File: src/rtl/ex_mdu_pkg.sv
// Shared M-extension encodings and MDU state constants.
// Also holds the per-operation signedness decode used by the multiply/divide unit.
package ex_mdu_pkg;

  localparam logic [6:0] FUNCT7_MULDIV = 7'b0000001;

  localparam logic [2:0] FUNC3_M_MUL    = 3'd0;
  localparam logic [2:0] FUNC3_M_MULH   = 3'd1;
  localparam logic [2:0] FUNC3_M_MULHSU = 3'd2;
  localparam logic [2:0] FUNC3_M_MULHU  = 3'd3;
  localparam logic [2:0] FUNC3_M_DIV    = 3'd4;
  localparam logic [2:0] FUNC3_M_DIVU   = 3'd5;
  localparam logic [2:0] FUNC3_M_REM    = 3'd6;
  localparam logic [2:0] FUNC3_M_REMU   = 3'd7;

  localparam logic [1:0] MDU_IDLE = 2'd0;
  localparam logic [1:0] MDU_CALC = 2'd1;
  localparam logic [1:0] MDU_DONE = 2'd2;

  function automatic logic op_signed_a(input logic [2:0] f3);
    return (f3 == FUNC3_M_MULH) || (f3 == FUNC3_M_MULHSU) ||
           (f3 == FUNC3_M_DIV)  || (f3 == FUNC3_M_REM);
  endfunction

  function automatic logic op_signed_b(input logic [2:0] f3);
    return (f3 == FUNC3_M_MULH) || (f3 == FUNC3_M_DIV) || (f3 == FUNC3_M_REM);
  endfunction

endpackage

File: src/rtl/ex_mdu_if.sv
// Issue/write-back bundle between the execute stage and the MDU.
// master = execute stage, slave = ex_mdu.
interface ex_mdu_if #(
  parameter int XLEN   = 32,
  parameter int REG_AW = 5
);
  logic              start;
  logic [2:0]        funct3;
  logic [XLEN-1:0]   reg1;
  logic [XLEN-1:0]   reg2;
  logic [REG_AW-1:0] reg_waddr;
  logic              flush;
  logic              busy;
  logic              ctrl_stall;
  logic              we;
  logic [REG_AW-1:0] waddr;
  logic [XLEN-1:0]   wdata;

  modport master (
    output start, funct3, reg1, reg2, reg_waddr, flush,
    input  busy, ctrl_stall, we, waddr, wdata
  );

  modport slave (
    input  start, funct3, reg1, reg2, reg_waddr, flush,
    output busy, ctrl_stall, we, waddr, wdata
  );
endinterface

File: src/rtl/ex_mdu_div_step.sv
// One restoring-division step: shift in the next dividend bit, trial-subtract the divisor.
// The remainder entering a step is always below the divisor, so it fits in XLEN bits.
module mdu_div_step #(
  parameter int XLEN = 32
) (
  input  logic [XLEN-1:0] rem_in,
  input  logic            dividend_bit,
  input  logic [XLEN-1:0] divisor,
  output logic [XLEN-1:0] rem_out,
  output logic            q_bit
);
  logic [XLEN:0]   shifted;
  logic [XLEN-1:0] diff;

  always_comb begin
    shifted = {rem_in, dividend_bit};
    q_bit   = (shifted >= {1'b0, divisor});
    // Only taken when shifted >= divisor, so the difference is below 2^XLEN.
    diff    = shifted[XLEN-1:0] - divisor;
    rem_out = q_bit ? diff : shifted[XLEN-1:0];
  end
endmodule

File: src/rtl/ex_mdu.sv
// Iterative RV32M/RV64M multiply/divide unit, UNROLL bits per cycle.
// Holds the pipeline via ctrl_stall while iterating, then issues a one-cycle write-back.
module ex_mdu
  import ex_mdu_pkg::*;
#(
  parameter int XLEN   = 32,
  parameter int UNROLL = 1,
  parameter int REG_AW = 5
) (
  input  logic    clk,
  input  logic    rst,
  ex_mdu_if.slave bus
);
  localparam int N     = XLEN / UNROLL;
  localparam int CNT_W = (N > 1) ? $clog2(N) : 1;
  localparam logic [XLEN-1:0] INT_MIN = {1'b1, {(XLEN-1){1'b0}}};

  logic [1:0]          state_reg;
  logic [CNT_W-1:0]    cnt_reg;
  logic [2:0]          f3_reg;
  logic [XLEN-1:0]     opa_reg;
  logic [2*XLEN-1:0]   acc_reg;
  logic [XLEN-1:0]     quo_reg;
  logic [XLEN-1:0]     rem_reg;
  logic                neg_res_reg;
  logic                neg_rem_reg;
  logic                busy_reg;
  logic                we_reg;
  logic [REG_AW-1:0]   waddr_reg;
  logic [XLEN-1:0]     wdata_reg;

  logic                neg_a, neg_b, is_div, div_zero, div_ovf, idle;
  logic [XLEN-1:0]     mag_a, mag_b, special_res;

  assign idle           = (state_reg == MDU_IDLE);
  assign bus.busy       = busy_reg;
  assign bus.we         = we_reg;
  assign bus.waddr      = waddr_reg;
  assign bus.wdata      = wdata_reg;
  assign bus.ctrl_stall = ~rst & ((bus.start & idle) | (state_reg == MDU_CALC));

  // Operand capture: magnitudes plus sign flags, and the CALC-bypassing corner cases.
  always_comb begin
    is_div   = bus.funct3[2];
    neg_a    = op_signed_a(bus.funct3) & bus.reg1[XLEN-1];
    neg_b    = op_signed_b(bus.funct3) & bus.reg2[XLEN-1];
    mag_a    = neg_a ? -bus.reg1 : bus.reg1;
    mag_b    = neg_b ? -bus.reg2 : bus.reg2;
    div_zero = is_div & (bus.reg2 == '0);
    div_ovf  = is_div & ~bus.funct3[0] & (bus.reg1 == INT_MIN) & (bus.reg2 == '1);
    if (div_zero) special_res = bus.funct3[1] ? bus.reg1 : '1;
    else          special_res = bus.funct3[1] ? '0 : INT_MIN;
  end

  // Shift-add multiply: low half starts as the multiplier and drains as product bits enter.
  logic [XLEN:0]     mul_hi;
  logic [XLEN-1:0]   mul_lo;
  logic [2*XLEN-1:0] mul_next;

  always_comb begin
    mul_hi = {1'b0, acc_reg[2*XLEN-1:XLEN]};
    mul_lo = acc_reg[XLEN-1:0];
    for (int i = 0; i < UNROLL; i++) begin
      if (mul_lo[0]) mul_hi = mul_hi + {1'b0, opa_reg};
      mul_lo = {mul_hi[0], mul_lo[XLEN-1:1]};
      mul_hi = mul_hi >> 1;
    end
    mul_next = {mul_hi[XLEN-1:0], mul_lo};
  end

  genvar gi;
  generate
    for (gi = 0; gi < UNROLL; gi++) begin : g_div
      logic [XLEN-1:0] r_in, r_out, q_in, q_out;
      logic            qb;
      if (gi == 0) begin : g_first
        assign r_in = rem_reg;
        assign q_in = quo_reg;
      end else begin : g_next
        assign r_in = g_div[gi-1].r_out;
        assign q_in = g_div[gi-1].q_out;
      end
      mdu_div_step #(.XLEN(XLEN)) u_step (
        .rem_in      (r_in),
        .dividend_bit(q_in[XLEN-1]),
        .divisor     (opa_reg),
        .rem_out     (r_out),
        .q_bit       (qb)
      );
      assign q_out = {q_in[XLEN-2:0], qb};
    end
  endgenerate

  logic [XLEN-1:0]   quo_next, rem_next, quo_fix, rem_fix, calc_res;
  logic [2*XLEN-1:0] prod_fix;

  assign quo_next = g_div[UNROLL-1].q_out;
  assign rem_next = g_div[UNROLL-1].r_out;

  always_comb begin
    prod_fix = neg_res_reg ? -mul_next : mul_next;
    quo_fix  = neg_res_reg ? -quo_next : quo_next;
    rem_fix  = neg_rem_reg ? -rem_next : rem_next;
    case (f3_reg)
      FUNC3_M_MUL:                                 calc_res = prod_fix[XLEN-1:0];
      FUNC3_M_MULH, FUNC3_M_MULHSU, FUNC3_M_MULHU: calc_res = prod_fix[2*XLEN-1:XLEN];
      FUNC3_M_DIV, FUNC3_M_DIVU:                   calc_res = quo_fix;
      default:                                     calc_res = rem_fix;
    endcase
  end

  always_ff @(posedge clk or posedge rst) begin
    if (rst) begin
      state_reg   <= MDU_IDLE;
      cnt_reg     <= '0;
      f3_reg      <= '0;
      opa_reg     <= '0;
      acc_reg     <= '0;
      quo_reg     <= '0;
      rem_reg     <= '0;
      neg_res_reg <= 1'b0;
      neg_rem_reg <= 1'b0;
      busy_reg    <= 1'b0;
      we_reg      <= 1'b0;
      waddr_reg   <= '0;
      wdata_reg   <= '0;
    end else begin
      we_reg <= 1'b0;
      if (bus.flush) begin
        state_reg <= MDU_IDLE;
        busy_reg  <= 1'b0;
        cnt_reg   <= '0;
      end else begin
        case (state_reg)
          MDU_IDLE: if (bus.start) begin
            f3_reg      <= bus.funct3;
            waddr_reg   <= bus.reg_waddr;
            opa_reg     <= is_div ? mag_b : mag_a;
            acc_reg     <= {{XLEN{1'b0}}, mag_b};
            quo_reg     <= mag_a;
            rem_reg     <= '0;
            neg_res_reg <= neg_a ^ neg_b;
            neg_rem_reg <= neg_a;
            cnt_reg     <= '0;
            busy_reg    <= 1'b1;
            if (div_zero | div_ovf) begin
              state_reg <= MDU_DONE;
              we_reg    <= 1'b1;
              wdata_reg <= special_res;
            end else begin
              state_reg <= MDU_CALC;
            end
          end
          MDU_CALC: begin
            acc_reg <= mul_next;
            quo_reg <= quo_next;
            rem_reg <= rem_next;
            cnt_reg <= cnt_reg + 1'b1;
            if (cnt_reg == CNT_W'(N - 1)) begin
              state_reg <= MDU_DONE;
              we_reg    <= 1'b1;
              wdata_reg <= calc_res;
              cnt_reg   <= '0;
            end
          end
          default: begin
            state_reg <= MDU_IDLE;
            busy_reg  <= 1'b0;
          end
        endcase
      end
    end
  end
endmodule
File: src/flat_wrapper.sv
// flat-port wrapper written by rule: the top's interface ports become plain ports
module ex_mdu_flat import ex_mdu_pkg::*;
#(
  parameter int XLEN   = 32,
  parameter int UNROLL = 1,
  parameter int REG_AW = 5
)
  (clk, rst, bus_start, bus_funct3, bus_reg1, bus_reg2, bus_reg_waddr, bus_flush, bus_busy, bus_ctrl_stall, bus_we, bus_waddr, bus_wdata);
  ex_mdu_if #(.XLEN(XLEN), .REG_AW(REG_AW)) bus_i ();
  input  logic clk;
  input  logic rst;
  input wire logic [$bits(bus_i.start)-1:0] bus_start;
  input wire logic [$bits(bus_i.funct3)-1:0] bus_funct3;
  input wire logic [$bits(bus_i.reg1)-1:0] bus_reg1;
  input wire logic [$bits(bus_i.reg2)-1:0] bus_reg2;
  input wire logic [$bits(bus_i.reg_waddr)-1:0] bus_reg_waddr;
  input wire logic [$bits(bus_i.flush)-1:0] bus_flush;
  output wire logic [$bits(bus_i.busy)-1:0] bus_busy;
  output wire logic [$bits(bus_i.ctrl_stall)-1:0] bus_ctrl_stall;
  output wire logic [$bits(bus_i.we)-1:0] bus_we;
  output wire logic [$bits(bus_i.waddr)-1:0] bus_waddr;
  output wire logic [$bits(bus_i.wdata)-1:0] bus_wdata;
  assign bus_i.start = bus_start;
  assign bus_i.funct3 = bus_funct3;
  assign bus_i.reg1 = bus_reg1;
  assign bus_i.reg2 = bus_reg2;
  assign bus_i.reg_waddr = bus_reg_waddr;
  assign bus_i.flush = bus_flush;
  assign bus_busy = bus_i.busy;
  assign bus_ctrl_stall = bus_i.ctrl_stall;
  assign bus_we = bus_i.we;
  assign bus_waddr = bus_i.waddr;
  assign bus_wdata = bus_i.wdata;
  ex_mdu #(.XLEN(XLEN), .UNROLL(UNROLL), .REG_AW(REG_AW)) u_core (.clk(clk), .rst(rst), .bus(bus_i));
endmodule
File: config.mk
export PLATFORM = sky130hd
export DESIGN_NAME = ex_mdu_flat
export DESIGN_NICKNAME = d
export VERILOG_FILES = /design/src/rtl/ex_mdu_pkg.sv /design/src/rtl/ex_mdu_if.sv /design/src/rtl/ex_mdu_div_step.sv /design/src/rtl/ex_mdu.sv /design/src/flat_wrapper.sv
export SDC_FILE = /design/constraint.sdc
export NUM_CORES = 1
export LEC_CHECK = 0
export BUFFER_PORTS_ARGS = -buffer_cell sky130_fd_sc_hd__buf_4
export CAP_MARGIN = 0
export CORE_UTILIZATION = 45
export CTS_CLUSTER_SIZE = 12
export DETAILED_ROUTE_END_ITERATION = 8
export GPL_TIMING_DRIVEN = 1
export PLACE_DENSITY = 0.58
export SYNTH_ARGS = -nofsm -noshare
export SYNTH_HDL_FRONTEND = slang
export SYNTH_SLANG_ARGS = --single-unit
export TNS_END_PERCENT = 10
File: constraint.sdc
create_clock -name clk -period 16.7 [get_ports clk]
set_input_delay 0 -clock clk [delete_from_list [all_inputs] [get_ports clk]]
set_output_delay 0 -clock clk [all_outputs]
set_load 0.01 [all_outputs]
==> impl_results.md <==
* Status: finished clean
* PD cells at around 190 nW/um2
* Vias at 20259
* H-tree levels at 1
* Largest register FFs at 64
* Xor and xnor area share after synthesis at a little under a tenth
* Syn. warnings at 0
* Adder-cell share of the synthesized area at 4.89%
* Unrepaired setup endpoints after global routing: no
* Critical Path Start: u_core.g_div[0].r_in[6]
* Crit path largest cell delay at 0.66 ns
* Gr ovfl total at 0
* Synth Instances at 2499
* CP required at 17.18 ns
* Reg clk slew, reported paths at 0.06 ns
* CTS Root Cell: clkbuf_16
* Post-CTS Resized at 0
* Vias in the first global route at about 19000
* Finished Layout Cells at 3151
* Worst setup SP type: flip-flop
* Post-Route M1 WL at about 35 mm
* Die Height at 209 um
* Crit-path max FO at 40
* Fin. Hold Viols at 0
* Largest family of logic cells by synthesized area: compound AO/OA/AOI/OAI gates
* DR DRC count at 0
* Biggest area consumer among synthesized cells: dfrtp_1
* Met3 Wirelength at 6.59 mm
* Yosys top cell area share at a little over a quarter
* DP HPWL at ~63 mm
* Post-synthesis sequential element count at around 210
* Setup TNS at 0 ns
* Largest net degree at the start of global routing at a little under 100
* CTS sink cnt at 211
* Initial Util at a little under half
* Worst path cell trace: ha_1 -> nand4_1 -> nor4_1 -> a31oi_1 -> o221a_2 -> nand2_2 -> buf_4 -> mux2i_1 -> ha_1 -> nand4_1 -> nor2_1 -> a31o_2 -> nand3_1 -> o41ai_1 -> xnor2_1 -> o221ai_1 -> a22o_1
* Initial antenna violation count at 2
* Share of layout cells above drive strength 1 at between 10% and 20%
* Std-Cell Rows at 75
* Fin Clk Skew at 0.0265 ns
* Hold WS at about 0.019 ns
* Max clock buf depth at 3
* Initial drt markers at 2379
* IR drop worst, VDD at 0.000126 V
* Crit-path slowest cell: nor4_1
* TritonCTS clock tree: yes
* Min Tclk post-route at 5.47 ns
* Via density at 6.43
* Setup crit end kind: flip-flop
* Num CTS Buffers at 30
* Clk_lat worst skew at between 0.6 and 0.7 ns
* Area Overhead vs Synth at 15.2%
* WL met2 at 37.1 mm
* WL per Instance at 26.2 um
* Drt total wl at 82.5 mm
* Most common cell after layout, fill and taps aside: nand2_1
* Arrival time worst endpoint at 5.95 ns
* Final net count at 2738
* Compound-Gate Fraction of Synth Area at 27.6%
* Synth unique cells at 97
* Asr flop ratio synth at 100%
* I/O Pins at roughly 120
* Hold wc startpoint: bus_reg2[8]
* Top cells by area, synth: dfrtp_1 (27%), o21ai_0 (7.7%), nand2_1 (6.5%), a21oi_1 (5.1%), xnor2_1 (4.8%)
* Slew Limit Fails at 0
* Top_reg_cell synth: dfrtp_1
* RR Startpoint: u_core.g_div[0].r_in[6]
* Die width at 209 um
* First-pass GRT wire length at 124 mm
* Worst slew margin at 14.7%
* Fmax at 183 MHz
* Post-synthesis simple-gate area fraction at 21.0%
* First-pass DRT Iterations at 6
* Most frequent cells in the layout: nand2_1 (334), o21ai_0 (296), dfrtp_1 (209)
* Synthesized cell area at 19200 um2
* Period utilization at 32.8%
* Max-cap violations at 0
* Top Layer Used: met5
* All-Layer GR Usage at 37.4%
* Post-synth EDFFs at 0
* Share of the yosys chip area belonging to registers at 27.5%
* Total placed cells including tap cells at 3020
* Syn Nets at ~2600
* Routability Congestion at 1.02
* CP Class: reg -> reg
* Port Buffer Count at 115
* Mux share of post-synthesis cell area at approximately 4.8%
* P_leak at 9.31 nW
* Synthesized area per cell at about 7.7 um2
* Worst hold path class: in -> reg
* Final Setup Violations at 0
* Die ar. at 43500 um2
* Core area at 42000 um2
* ANT nets after route at 0
* Worst-Margin Slew at 1.28 ns
[what timing repair did]
action,in CTS,in global routing
endpoints found under the setup margin,0,0
hold endpoints to repair,192,0
buffers inserted,0,0
hold buffers,75,0
[per-stage QoR]
step	worst slack (ns)	utilization [%]	area (um2)	power, W
after floorplan	10.93	-	19200	0.00260
after global placement	11.47	48.5	20400	0.00344
after detailed placement	11.41	48.5	20400	0.00345
after CTS	11.38	52.7	22100	0.00414
after global routing	10.90	52.7	22100	0.00444
final	11.23	52.7	22100	0.00420
[kinds of logic after synthesis]
group,after synthesis
buffers and inverters,238
multiplexers,89
AND/OR/NAND/NOR,843
flip-flops,211
AO/OA/AOI/OAI,836
XOR/XNOR,208
adder cells (fa/ha/maj),74
[per-layer routing]
layer / global-route usage, % / up-vias
li1: - / 9321
met1: 50.7 / 9789
met2: 59.4 / 965
met3: 5.23 / 182
met4: 16.0 / 2
met5: 0 / -
[power breakdown]
part	internal [W]	switching, W
Combinational	0.000893	0.00169
Sequential	0.000685	0.000264
Clock	0.000393	0.000272
Total	0.00197	0.00223
[worst max-delay path: cells and delay by family (launching register included)]
family	cells	cell delay, ns
AOI/OAI and AO/OA	6	1.56
xor gates and xnor gates	1	0.17
adders and majority gates	2	0.82
buffers and inverters	1	0.44
DFF	1	0.47
muxes	1	0.32
and+or+nand+nor	6	1.54
[synth_stat cells, types with 17 or more instances]
master and n:
o21a_1 19, nand2_1 334, nor4_1 17, a21oi_1 194
mux2_2 29, a221oi_1 27, a22o_1 17, dfrtp_1 211
and3_1 21, o31ai_1 37, nand2b_1 24, nand3_1 37
xor2_1 102, a31oi_1 24, ha_1 72, nand4_1 29
o21ai_0 296, xnor2_1 106, mux2i_1 60, nor2_1 189
clkbuf_1 135, nor3_1 72, inv_1 77, or3_1 27
o221ai_1 30, a211oi_1 20
[final timing paths]
check / end / slack (ns) / cells past startpoint
worst max-delay path: u_core.bus.wdata[28] / 11.23 / 17
worst min-delay path: u_core.acc_reg[8] / 0.02 / 5
worst max register to register: u_core.bus.wdata[28] / 11.23 / 17
worst min register to register: u_core.bus.wdata[18] / 0.49 / 2
max in group asynchronous: u_core.opa_reg[15] / 15.08 / 4
min in group asynchronous: u_core.bus.busy / 0.10 / 3
[cell type report]
| cell class | instances | area (um2) |
|---|---|---|
| repair buffers | 216 | 1810 |
| fillers | 4087 | 19900 |
| flip-flops and latches | 211 | 5280 |
| clock inverters | 17 | 185 |
| diodes | 1 | 2.50 |
| multi-input cells | 2050 | 13100 |
| well taps | 539 | 674 |
| clock buffers | 38 | 821 |
| inverters | 79 | 304 |
Note: power is estimated with default switching activity, not from simulation.
